### src/rtl/pkt_replay_source_if.sv
// Memory read port and tuple output stream of the packet replay source.
// master = the replay source, slave = memory controller plus downstream stage.
interface pkt_replay_source_if #(
   parameter int QDR_ADDR_WIDTH = 19,
   parameter int TUPLE_WIDTH    = 144
);
   logic                      mem_rd_req;
   logic [QDR_ADDR_WIDTH-1:0] mem_rd_addr;
   logic                      mem_rd_gnt;
   logic                      mem_rd_data_vld;
   logic [TUPLE_WIDTH-1:0]    mem_rd_data;
   logic [TUPLE_WIDTH-1:0]    tuple_out_data;
   logic                      tuple_out_vld;
   logic                      tuple_out_ready;

   modport master (
      output mem_rd_req, mem_rd_addr, tuple_out_data, tuple_out_vld,
      input  mem_rd_gnt, mem_rd_data_vld, mem_rd_data, tuple_out_ready
   );

   modport slave (
      input  mem_rd_req, mem_rd_addr, tuple_out_data, tuple_out_vld,
      output mem_rd_gnt, mem_rd_data_vld, mem_rd_data, tuple_out_ready
   );
endinterface

### src/rtl/pkt_replay_source.sv
// Replays tuples 0..len-1 from QDR memory into a first-word-fall-through
// output FIFO, issuing reads only while in-flight plus buffered data fits.
module pkt_replay_source #(
   parameter int QDR_ADDR_WIDTH = 19,
   parameter int TUPLE_WIDTH    = 144,
   parameter int FIFO_DEPTH     = 8
) (
   input  logic                      clk,
   input  logic                      resetn,
   input  logic                      sw_rst,
   input  logic                      start_replay,
   input  logic [QDR_ADDR_WIDTH-1:0] mem_high_store,
   pkt_replay_source_if.master       bus,
   output logic                      replay_busy,
   output logic                      replay_done,
   output logic [QDR_ADDR_WIDTH-1:0] tuple_sent_cnt
);
   localparam int PW = (FIFO_DEPTH > 1) ? $clog2(FIFO_DEPTH) : 1;
   localparam int CW = PW + 1;
   localparam logic [CW-1:0]             DEPTH_C = CW'(FIFO_DEPTH);
   localparam logic [CW-1:0]             ONE_C   = CW'(1);
   localparam logic [CW-1:0]             ZERO_C  = CW'(0);
   localparam logic [PW-1:0]             ONE_P   = PW'(1);
   localparam logic [QDR_ADDR_WIDTH-1:0] ONE_A   = QDR_ADDR_WIDTH'(1);
   localparam logic [QDR_ADDR_WIDTH-1:0] ZERO_A  = QDR_ADDR_WIDTH'(0);

   typedef enum logic [2:0] {
      ST_IDLE  = 3'd0,
      ST_RUN   = 3'd1,
      ST_DRAIN = 3'd2,
      ST_DONE  = 3'd3,
      ST_FLUSH = 3'd4
   } state_t;

   state_t                    state_r, state_nxt_s;
   logic                      rel_r;
   logic [QDR_ADDR_WIDTH-1:0] len_r, len_nxt_s;
   logic [QDR_ADDR_WIDTH-1:0] addr_r, addr_nxt_s;
   logic [QDR_ADDR_WIDTH-1:0] sent_r, sent_nxt_s;
   logic                      req_r, req_nxt_s;
   logic [CW-1:0]             outst_r, outst_nxt_s;
   logic [CW-1:0]             cnt_r, cnt_nxt_s;
   logic [PW-1:0]             wr_ptr_r, wr_nxt_s;
   logic [PW-1:0]             rd_ptr_r, rd_nxt_s;
   logic                      busy_r, done_r;
   logic [TUPLE_WIDTH-1:0]    fifo_mem_r [FIFO_DEPTH];

   logic acc_s, ret_s, vld_s, pop_s, push_s, full_s;

   assign acc_s  = req_r & bus.mem_rd_gnt;
   assign ret_s  = bus.mem_rd_data_vld;
   assign vld_s  = (cnt_r != ZERO_C);
   assign pop_s  = vld_s & bus.tuple_out_ready;
   // Returns are only kept while a replay is active; FLUSH and sw_rst drop them.
   assign push_s = ret_s & ~sw_rst & ((state_r == ST_RUN) | (state_r == ST_DRAIN));
   assign full_s = (cnt_r == DEPTH_C);

   // Next-state, counter, pointer and request computation.
   always_comb begin
      state_nxt_s = state_r;
      len_nxt_s   = len_r;
      outst_nxt_s = outst_r + (acc_s ? ONE_C : ZERO_C) - (ret_s ? ONE_C : ZERO_C);
      cnt_nxt_s   = cnt_r + (push_s ? ONE_C : ZERO_C) - (pop_s ? ONE_C : ZERO_C);
      wr_nxt_s    = push_s ? (wr_ptr_r + ONE_P) : wr_ptr_r;
      rd_nxt_s    = pop_s ? (rd_ptr_r + ONE_P) : rd_ptr_r;
      sent_nxt_s  = pop_s ? (sent_r + ONE_A) : sent_r;
      addr_nxt_s  = acc_s ? (addr_r + ONE_A) : addr_r;
      req_nxt_s   = 1'b0;

      if (sw_rst) begin
         cnt_nxt_s   = ZERO_C;
         wr_nxt_s    = {PW{1'b0}};
         rd_nxt_s    = {PW{1'b0}};
         addr_nxt_s  = ZERO_A;
         sent_nxt_s  = ZERO_A;
         state_nxt_s = (outst_nxt_s != ZERO_C) ? ST_FLUSH : ST_IDLE;
      end else begin
         case (state_r)
            ST_IDLE: begin
               if (start_replay) begin
                  len_nxt_s   = mem_high_store;
                  addr_nxt_s  = ZERO_A;
                  sent_nxt_s  = ZERO_A;
                  state_nxt_s = (mem_high_store == ZERO_A) ? ST_DONE : ST_RUN;
               end else begin
                  state_nxt_s = ST_IDLE;
               end
            end
            ST_RUN:   state_nxt_s = (acc_s && (addr_r == (len_r - ONE_A))) ? ST_DRAIN : ST_RUN;
            ST_DRAIN: state_nxt_s = ((outst_r == ZERO_C) && (cnt_r == ZERO_C) && (sent_r == len_r))
                                    ? ST_DONE : ST_DRAIN;
            ST_DONE:  state_nxt_s = start_replay ? ST_DONE : ST_IDLE;
            ST_FLUSH: state_nxt_s = (outst_r == ZERO_C) ? ST_IDLE : ST_FLUSH;
            default:  state_nxt_s = ST_IDLE;
         endcase
      end

      // A pending request is held regardless of start_replay or credit.
      if (!sw_rst && (state_nxt_s == ST_RUN)) begin
         req_nxt_s = (req_r && !bus.mem_rd_gnt) ||
                     (start_replay && (addr_nxt_s < len_nxt_s) &&
                      (({1'b0, outst_nxt_s} + {1'b0, cnt_nxt_s}) < {1'b0, DEPTH_C}));
      end else begin
         req_nxt_s = 1'b0;
      end
   end

   // Control registers; rel_r delays the first update to the second edge after reset release.
   always_ff @(posedge clk or negedge resetn) begin
      if (!resetn) begin
         rel_r    <= 1'b0;
         state_r  <= ST_IDLE;
         len_r    <= ZERO_A;
         addr_r   <= ZERO_A;
         sent_r   <= ZERO_A;
         req_r    <= 1'b0;
         outst_r  <= ZERO_C;
         cnt_r    <= ZERO_C;
         wr_ptr_r <= {PW{1'b0}};
         rd_ptr_r <= {PW{1'b0}};
         busy_r   <= 1'b0;
         done_r   <= 1'b0;
      end else if (!rel_r) begin
         rel_r <= 1'b1;
      end else begin
         state_r  <= state_nxt_s;
         len_r    <= len_nxt_s;
         addr_r   <= addr_nxt_s;
         sent_r   <= sent_nxt_s;
         req_r    <= req_nxt_s;
         outst_r  <= outst_nxt_s;
         cnt_r    <= cnt_nxt_s;
         wr_ptr_r <= wr_nxt_s;
         rd_ptr_r <= rd_nxt_s;
         busy_r   <= (state_nxt_s == ST_RUN) || (state_nxt_s == ST_DRAIN) || (state_nxt_s == ST_FLUSH);
         done_r   <= (state_nxt_s == ST_DONE);
      end
   end

   // FIFO storage; contents are only observable through the valid-gated head.
   always_ff @(posedge clk) begin
      if (push_s) begin
         fifo_mem_r[wr_ptr_r] <= bus.mem_rd_data;
      end
   end

   assign bus.mem_rd_req     = req_r;
   assign bus.mem_rd_addr    = addr_r;
   assign bus.tuple_out_vld  = vld_s;
   assign bus.tuple_out_data = vld_s ? fifo_mem_r[rd_ptr_r] : {TUPLE_WIDTH{1'b0}};
   assign replay_busy        = busy_r;
   assign replay_done        = done_r;
   assign tuple_sent_cnt     = sent_r;

   pkt_replay_source_chk #(
      .QDR_ADDR_WIDTH (QDR_ADDR_WIDTH)
   ) u_chk (
      .clk    (clk),
      .resetn (resetn),
      .sw_rst (sw_rst),
      .push   (push_s),
      .pop    (pop_s),
      .full   (full_s),
      .req    (req_r),
      .gnt    (bus.mem_rd_gnt),
      .addr   (addr_r)
   );
endmodule

// Protocol checker: FIFO never overflows, a pending request is held stable.
module pkt_replay_source_chk #(
   parameter int QDR_ADDR_WIDTH = 19
) (
   input logic                      clk,
   input logic                      resetn,
   input logic                      sw_rst,
   input logic                      push,
   input logic                      pop,
   input logic                      full,
   input logic                      req,
   input logic                      gnt,
   input logic [QDR_ADDR_WIDTH-1:0] addr
);
   a_no_overflow: assert property (@(posedge clk) disable iff (!resetn)
      !(push && !pop && full));

   a_req_hold: assert property (@(posedge clk) disable iff (!resetn)
      (req && !gnt && !sw_rst) |=> (req && $stable(addr)));
endmodule
### src/flat_wrapper.sv
// flat-port wrapper written by rule: the top's interface ports become plain ports
module pkt_replay_source_flat 
#(
   parameter int QDR_ADDR_WIDTH = 19,
   parameter int TUPLE_WIDTH    = 144,
   parameter int FIFO_DEPTH     = 8
)
  (clk, resetn, sw_rst, start_replay, mem_high_store, replay_busy, replay_done, tuple_sent_cnt, bus_mem_rd_req, bus_mem_rd_addr, bus_tuple_out_data, bus_tuple_out_vld, bus_mem_rd_gnt, bus_mem_rd_data_vld, bus_mem_rd_data, bus_tuple_out_ready);
  pkt_replay_source_if #(.QDR_ADDR_WIDTH(QDR_ADDR_WIDTH), .TUPLE_WIDTH(TUPLE_WIDTH)) bus_i ();
  input  logic clk;
  input  logic resetn;
  input  logic sw_rst;
  input  logic start_replay;
  input  logic [QDR_ADDR_WIDTH-1:0] mem_high_store;
  output logic replay_busy;
  output logic replay_done;
  output logic [QDR_ADDR_WIDTH-1:0] tuple_sent_cnt;
  output wire logic [$bits(bus_i.mem_rd_req)-1:0] bus_mem_rd_req;
  output wire logic [$bits(bus_i.mem_rd_addr)-1:0] bus_mem_rd_addr;
  output wire logic [$bits(bus_i.tuple_out_data)-1:0] bus_tuple_out_data;
  output wire logic [$bits(bus_i.tuple_out_vld)-1:0] bus_tuple_out_vld;
  input wire logic [$bits(bus_i.mem_rd_gnt)-1:0] bus_mem_rd_gnt;
  input wire logic [$bits(bus_i.mem_rd_data_vld)-1:0] bus_mem_rd_data_vld;
  input wire logic [$bits(bus_i.mem_rd_data)-1:0] bus_mem_rd_data;
  input wire logic [$bits(bus_i.tuple_out_ready)-1:0] bus_tuple_out_ready;
  assign bus_mem_rd_req = bus_i.mem_rd_req;
  assign bus_mem_rd_addr = bus_i.mem_rd_addr;
  assign bus_tuple_out_data = bus_i.tuple_out_data;
  assign bus_tuple_out_vld = bus_i.tuple_out_vld;
  assign bus_i.mem_rd_gnt = bus_mem_rd_gnt;
  assign bus_i.mem_rd_data_vld = bus_mem_rd_data_vld;
  assign bus_i.mem_rd_data = bus_mem_rd_data;
  assign bus_i.tuple_out_ready = bus_tuple_out_ready;
  pkt_replay_source #(.QDR_ADDR_WIDTH(QDR_ADDR_WIDTH), .TUPLE_WIDTH(TUPLE_WIDTH), .FIFO_DEPTH(FIFO_DEPTH)) u_core (.clk(clk), .resetn(resetn), .sw_rst(sw_rst), .start_replay(start_replay), .mem_high_store(mem_high_store), .bus(bus_i), .replay_busy(replay_busy), .replay_done(replay_done), .tuple_sent_cnt(tuple_sent_cnt));
endmodule
### config.mk
export PLATFORM = sky130hd
export DESIGN_NAME = pkt_replay_source_flat
export DESIGN_NICKNAME = d
export VERILOG_FILES = /design/src/rtl/pkt_replay_source_if.sv /design/src/rtl/pkt_replay_source.sv /design/src/flat_wrapper.sv
export SDC_FILE = /design/constraint.sdc
export NUM_CORES = 1
export LEC_CHECK = 0
export ABC_AREA = 0
export BUFFER_PORTS_ARGS = -buffer_cell sky130_fd_sc_hd__buf_2
export CORE_UTILIZATION = 54
export DETAILED_ROUTE_END_ITERATION = 12
export PLACE_DENSITY = 0.75
export RECOVER_POWER = 100
export REMOVE_ABC_BUFFERS = 1
export SYNTH_ARGS = -nofsm -noshare
export SYNTH_HDL_FRONTEND = slang
export SYNTH_HIERARCHICAL = 1
export SYNTH_SLANG_ARGS = --single-unit
### constraint.sdc
create_clock -name clk -period 12.4 [get_ports clk]
set_clock_uncertainty 0.2 [all_clocks]
set_input_delay 0.62 -clock clk [delete_from_list [all_inputs] [get_ports clk]]
set_output_delay 0.62 -clock clk [all_outputs]
set_load 0.1 [all_outputs]
; Word-level counts from Yosys, hierarchy flattened
; Memories as Yosys holds them, arrays and structs flattened.
; Index checks and enable logic that the tools add are counted.
[totals]
ff_bits = 78
ramBits = 1152
inputBits = 170
output_inout_bits = 186
elab_cells = 96
mem_count = 1
[mem_list]
columns = name, depth, word_bits, rd, rd_ports_with_merged_regs, wr, line_no
row1 = u_core.fifo_mem_r, 8, 144, 1, 0, 1, pkt_replay_source.sv:46  ; logic [TUPLE_WIDTH-1:0] fifo_mem_r [FIFO_DEPTH];
[op_classes]
n_addsub = 10
n_lt_le_gt_ge = 2
eq_ne = 10
mux = 33
n_bitwise = 6
n_reduce_logical = 22
[op_table]
columns = cell, n
row1 = 19-bit 2-to-1 mux, 11
row2 = 144-bit 2-to-1 mux, 1
row3 = "19-bit by 1-bit adder with 19-bit output, second input constant", 2
row4 = 19-bit == test, 2
row5 = 3-bit 2-to-1 mux, 8
row6 = 19-bit zero test, 1
row7 = 19-bit less-than comparator, 1
row8 = "19-bit by 1-bit subtractor with 19-bit output, second input constant", 1
row9 = 3-bit case mux with 5 select lines, 1
row10 = "3-bit by 2-bit == test with 1-bit output, second input constant", 4
row11 = 4-bit adder, 2
row12 = 4-bit zero test, 2
row13 = 1-bit 2-to-1 mux, 8
row14 = 4-bit nonzero test, 2
row15 = 4-bit subtractor, 2
row16 = 1-bit logical AND, 7
row17 = "3-bit by 1-bit adder with 3-bit output, second input constant", 2
row18 = "3-bit by 1-bit == test with 1-bit output, second input constant", 2
row19 = "3-bit == test, second input constant", 2
row20 = 2-bit 2-to-1 mux, 3
row21 = 4-bit by 4-bit adder with 5-bit output, 1
row22 = "5-bit by 4-bit less-than comparator with 1-bit output, second input constant", 1
row23 = 1-bit bitwise AND, 4
row24 = 4-bit 2-to-1 mux, 1
row25 = other kinds (7), 12

; Longest topological paths before layout
[depth]
word_depth = 12
mapped_depth = 21
mapped_depth_nobuf = 20

; Worst setup path before layout
; OpenSTA, ideal clock, no wires.
[synth_path]
path_type = input-to-reg
startpoint = in bus_mem_rd_data_vld
endpoint = mem u_core.fifo_mem_r[0][0], enable pin
setup_time_ns = 0.824
t_arrival_ns = 11.197
required_time_ns = 11.376
setup_slack_ns = 0.180
cell_stages = 3
n_path_buf = 0
cell_sequence = or3b_2 > or3_1 > nor3_1
[synth_between]
elab_chain_len = 4
[synth_rtl]
columns = item, line_no
row1 = from (decl), flat_wrapper.sv:23  ; input wire logic [$bits(bus_i.mem_rd_data_vld)-1:0] bus_mem_rd_data_vld;
row2 = 1-bit bitwise AND (2 in series), pkt_replay_source.sv:55  ; assign push_s = ret_s & ~sw_rst & ((state_r == ST_RUN) | (state_r == ST_DRAIN));
row3 = 1-bit 2-to-1 mux, pkt_replay_source.sv:142  ; if (push_s) begin
row4 = 1-bit 2-to-1 mux (not written as such), pkt_replay_source.sv:143  ; fifo_mem_r[wr_ptr_r] <= bus.mem_rd_data;
row5 = to (decl), pkt_replay_source.sv:46
; Every way passes these cells.

; Final worst setup path
[layout_path]
startpoint = reg u_core.state_r[1]
endpoint = mem u_core.fifo_mem_r[7][22], enable pin
[layout_between]
elab_chain_len = 5
word_cells_on_any_way = 6
cone_classes = eq/ne: 2 / mux: 2 / bitwise: 2
[layout_rtl]
columns = item, line_no
row1 = from (decl), pkt_replay_source.sv:35  ; state_t state_r, state_nxt_s;
row2 = from (signal assigned), pkt_replay_source.sv:126  ; state_r <= state_nxt_s;
row3 = 3-bit by 1-bit == test with 1-bit output / 3-bit by 2-bit == test with 1-bit output (equally long branches), pkt_replay_source.sv:55
row4 = 1-bit bitwise OR (*), pkt_replay_source.sv:55
row5 = 1-bit bitwise AND (*), pkt_replay_source.sv:55
row6 = 1-bit 2-to-1 mux (*), pkt_replay_source.sv:142
row7 = 1-bit 2-to-1 mux (not written as such) (*), pkt_replay_source.sv:143
; Mark *: on every way between the ends. The rest lies on a longest branch, timed or not.

==> metrics.md <==
| Metric | Value |
|---|---|
| Critical Path End Type | `flop` |
| Pleak | `18.2 nW` |
| Top-area cell type share of the netlist area | `70.1%` |
| Area contributors post-synth | `edfxtp_1, mux4_2, dfrtp_1` |
| Residual DRC | `0` |
| Fin Setup TNS | `0 ps` |
| Final Hold Fails | `0` |
| Vias/cell | `5.95` |
| First-pass GRT wire length | `166000 um` |
| Fin. max-slew vios | `1192` |
| Placed cell area | `0.0524 mm^2` |
| Initial Utilization | `54.7%` |
| Tightest Hold Check Type | `primary input to flop` |
| Die height | `304 um` |
| Slew @ Worst Pin | `7560 ps` |
| Data required, critical path | `12470 ps` |
| Most frequent cells in the layout | `edfxtp_1, clkbuf_1, mux4_2, nor2_1, mux2i_1` |
| Worst hold slack | `98.2 ps` |
| Max-cap violations | `26` |
| Relative slew slack | `-404%` |
| Post-route cell area | `0.0573 mm^2` |
| CTS resizes | `0` |
| Status | `complete, but fails checks` |
| Period utilization | `70.0%` |
| Clock transition at path regs | `70 ps` |
| Io pins | `356` |
| Post-Route WL | `110000 um` |
| Part of the Yosys area used for sequential elements | `74.0%` |
| Ys flop type | `edfxtp_1` |
| Setup bufs post-CTS | `0` |
| Fin crit period | `8680 ps` |
| Mean routed wirelength per cell | `25.6 um` |
| Worst skew pair latency | `700 ps` |
| Final #Nets | `3215` |
| Core Box Area | `0.0903 mm^2` |
| Fill cells | `6260` |
| Worst VDD drop | `0.340 mV` |
| Largest net degree at the start of global routing | `175` |
| Critical Path AT | `8750 ps` |
| GR Util All Layers | `23.9%` |
| Fmax | `115 MHz` |
| GRT overflow | `0` |
| Yosys top cell by area | `edfxtp_1` |
| Root Driver | `clkbuf_16` |
| Total power | `13.6 mW` |
| Fraction of layout cells with a size suffix above 1 | `17.6%` |
| Syn avg cell area | `19.8 um^2` |
| H-tree depth | `3` |
| Port Buf Inserts | `355` |
| Clock sink count | `1230` |
| Hpwl dp | `60300 um` |
| Final setup fails | `0` |
| CTS max path bufs | `3` |
| #FFs+latches synth | `1230` |
| RSZ-0062 raised after global routing | `false` |
| Die area | `0.0926 mm^2` |
| Row count | `110` |
| Critical Path Fanout Max | `38` |
| Post-CTS Hold Fix Bufs | `144` |
| DRT antenna net count | `0` |
| EDFF count, synth | `1152` |
| Yosys Warn Count | `6` |
| Post-synthesis instance area | `0.0494 mm^2` |
| GPL Wtd Cong | `0.902` |
| Syn Inst Count | `2487` |
| Antenna violations before repair | `10` |
| Vias in the first global route | `27000` |
| CTS tree | `built` |
| Vias | `25500` |
| Commonest non-fill, non-tap cell in the layout | `edfxtp_1` |
| Failing checks | `capacitance limit, slew limit` |
| Synth async-reset ratio | `6.34%` |
| Detailed Route Iter0 Violations | `2353` |
| WS Path Type | `flop to flop` |
| TritonRoute pass-1 iters | `5` |
| P&R area growth vs syn | `16.1%` |
| Inserted Clock Buffers | `119` |
| Die X | `304 um` |
| Power per cell area | `237 mW/mm^2` |
| Worst Setup Start Kind | `flop` |
| Yosys cell types | `77` |
## layer usage
metal | track usage [%] | vias to the layer above | wire length, um
met3 | 5.03 | 196 | 7490
met5 | 0 | - | 96
met4 | 7.52 | 16 | 3180
met1 | 31.4 | 13300 | 43700
li1 | - | 11100 | -
met2 | 40.2 | 959 | 55200
## where the power goes
group / internal [mW] / switching, mW
logic: 1.18 / 3.99
clock network: 2.12 / 1.54
registers: 4.59 / 0.164
## state kept, by name, summed over array words and instances, names as in the netlist, 3 cells and up
signal	flops
u_core/bus.mem_rd_addr	19
u_core/cnt_r	4
u_core/fifo_mem_r	1152
u_core/len_r	19
u_core/outst_r	4
u_core/rd_ptr_r	3
u_core/state_r	3
u_core/tuple_sent_cnt	19
u_core/wr_ptr_r	3
## worst max-delay path, stage by stage, from the launching register on
cell	delay (ps)
dfrtp_1	450
xnor2_1	190
or3b_2	510
nor2_1	150
nand2_1	140
nor2_1	2320
clkbuf_1	2140
clkbuf_1	2150
## worst paths after layout
path	start	to	slack, ps	cells past startpoint
setup reg to reg	u_core/state_r[1]	u_core/fifo_mem_r[7][22]	3720	7
max in group asynchronous	resetn	u_core/rd_ptr_r[1]	7050	2
hold / removal	mem_high_store[0]	u_core/len_r[0]	100	2
hold reg to reg	u_core/replay_done	u_core/replay_done	320	1
min in group asynchronous	resetn	u_core/rel_r	1860	2
setup / recovery	u_core/state_r[1]	u_core/fifo_mem_r[7][22]	3720	7
## Yosys cell counts (3+ instances only)
| master | instances |
|---|---|
| ha_1 | 36 |
| nand3_1 | 15 |
| nand2b_1 | 5 |
| nand4_1 | 18 |
| clkbuf_8 | 6 |
| and2_1 | 3 |
| and3_1 | 15 |
| clkbuf_2 | 3 |
| dfrtp_1 | 78 |
| a21o_1 | 7 |
| buf_2 | 4 |
| nor2_1 | 225 |
| buf_1 | 41 |
| buf_6 | 3 |
| or3_1 | 6 |
| inv_1 | 26 |
| edfxtp_1 | 1152 |
| nand3b_1 | 3 |
| o2bb2ai_1 | 7 |
| xor2_1 | 55 |
| nor3b_1 | 4 |
| nand2_1 | 45 |
| nor2b_1 | 5 |
| mux4_2 | 288 |
| o211ai_1 | 4 |
| nor3_1 | 11 |
| a21oi_1 | 39 |
| nor4_1 | 11 |
| mux2_2 | 17 |
| xnor2_1 | 22 |
| o21ai_0 | 30 |
| or4_1 | 3 |
| clkbuf_1 | 77 |
| mux2i_1 | 170 |
## layout make-up
cell class,instances,area (um^2),share of cell area (%)
Tap cell,1176,1470,2.57
Sequential cell,1230,36600,63.8
Clock buffer,143,3090,5.39
Inverter,27,101,0.177
Timing Repair Buffer,535,3060,5.34
Antenna cell,2,5.00,0.00873
Multi-Input combinational cell,1094,12100,21.1
Clock inverter,82,942,1.64
## through the flow
stage / setup slack, ps / util [%] / instances
global route: 3250 / 63.5 / 4289
CTS: 6680 / 64.1 / 4287
global placement: 7450 / 58.0 / 3918
finish: 3720 / 63.5 / 4289
detailed placement: 7450 / 58.0 / 3918
floorplan: -2870 / - / 2351
## cell families (layout without fill, tap and decap cells)
kind of cell,count (synthesis),count (layout),share of synthesized area [%]
xor gates and xnor gates,77,77,1.37
AOI/OAI and AO/OA,113,113,1.45
DFF,1230,1230,74.0
muxes,476,476,17.0
buffers and inverters,163,787,1.44
and+or+nand+nor,389,389,3.70
adders and majority gates,38,38,0.994
other,1,3,0.00760
(Power assumes the default switching activity.)
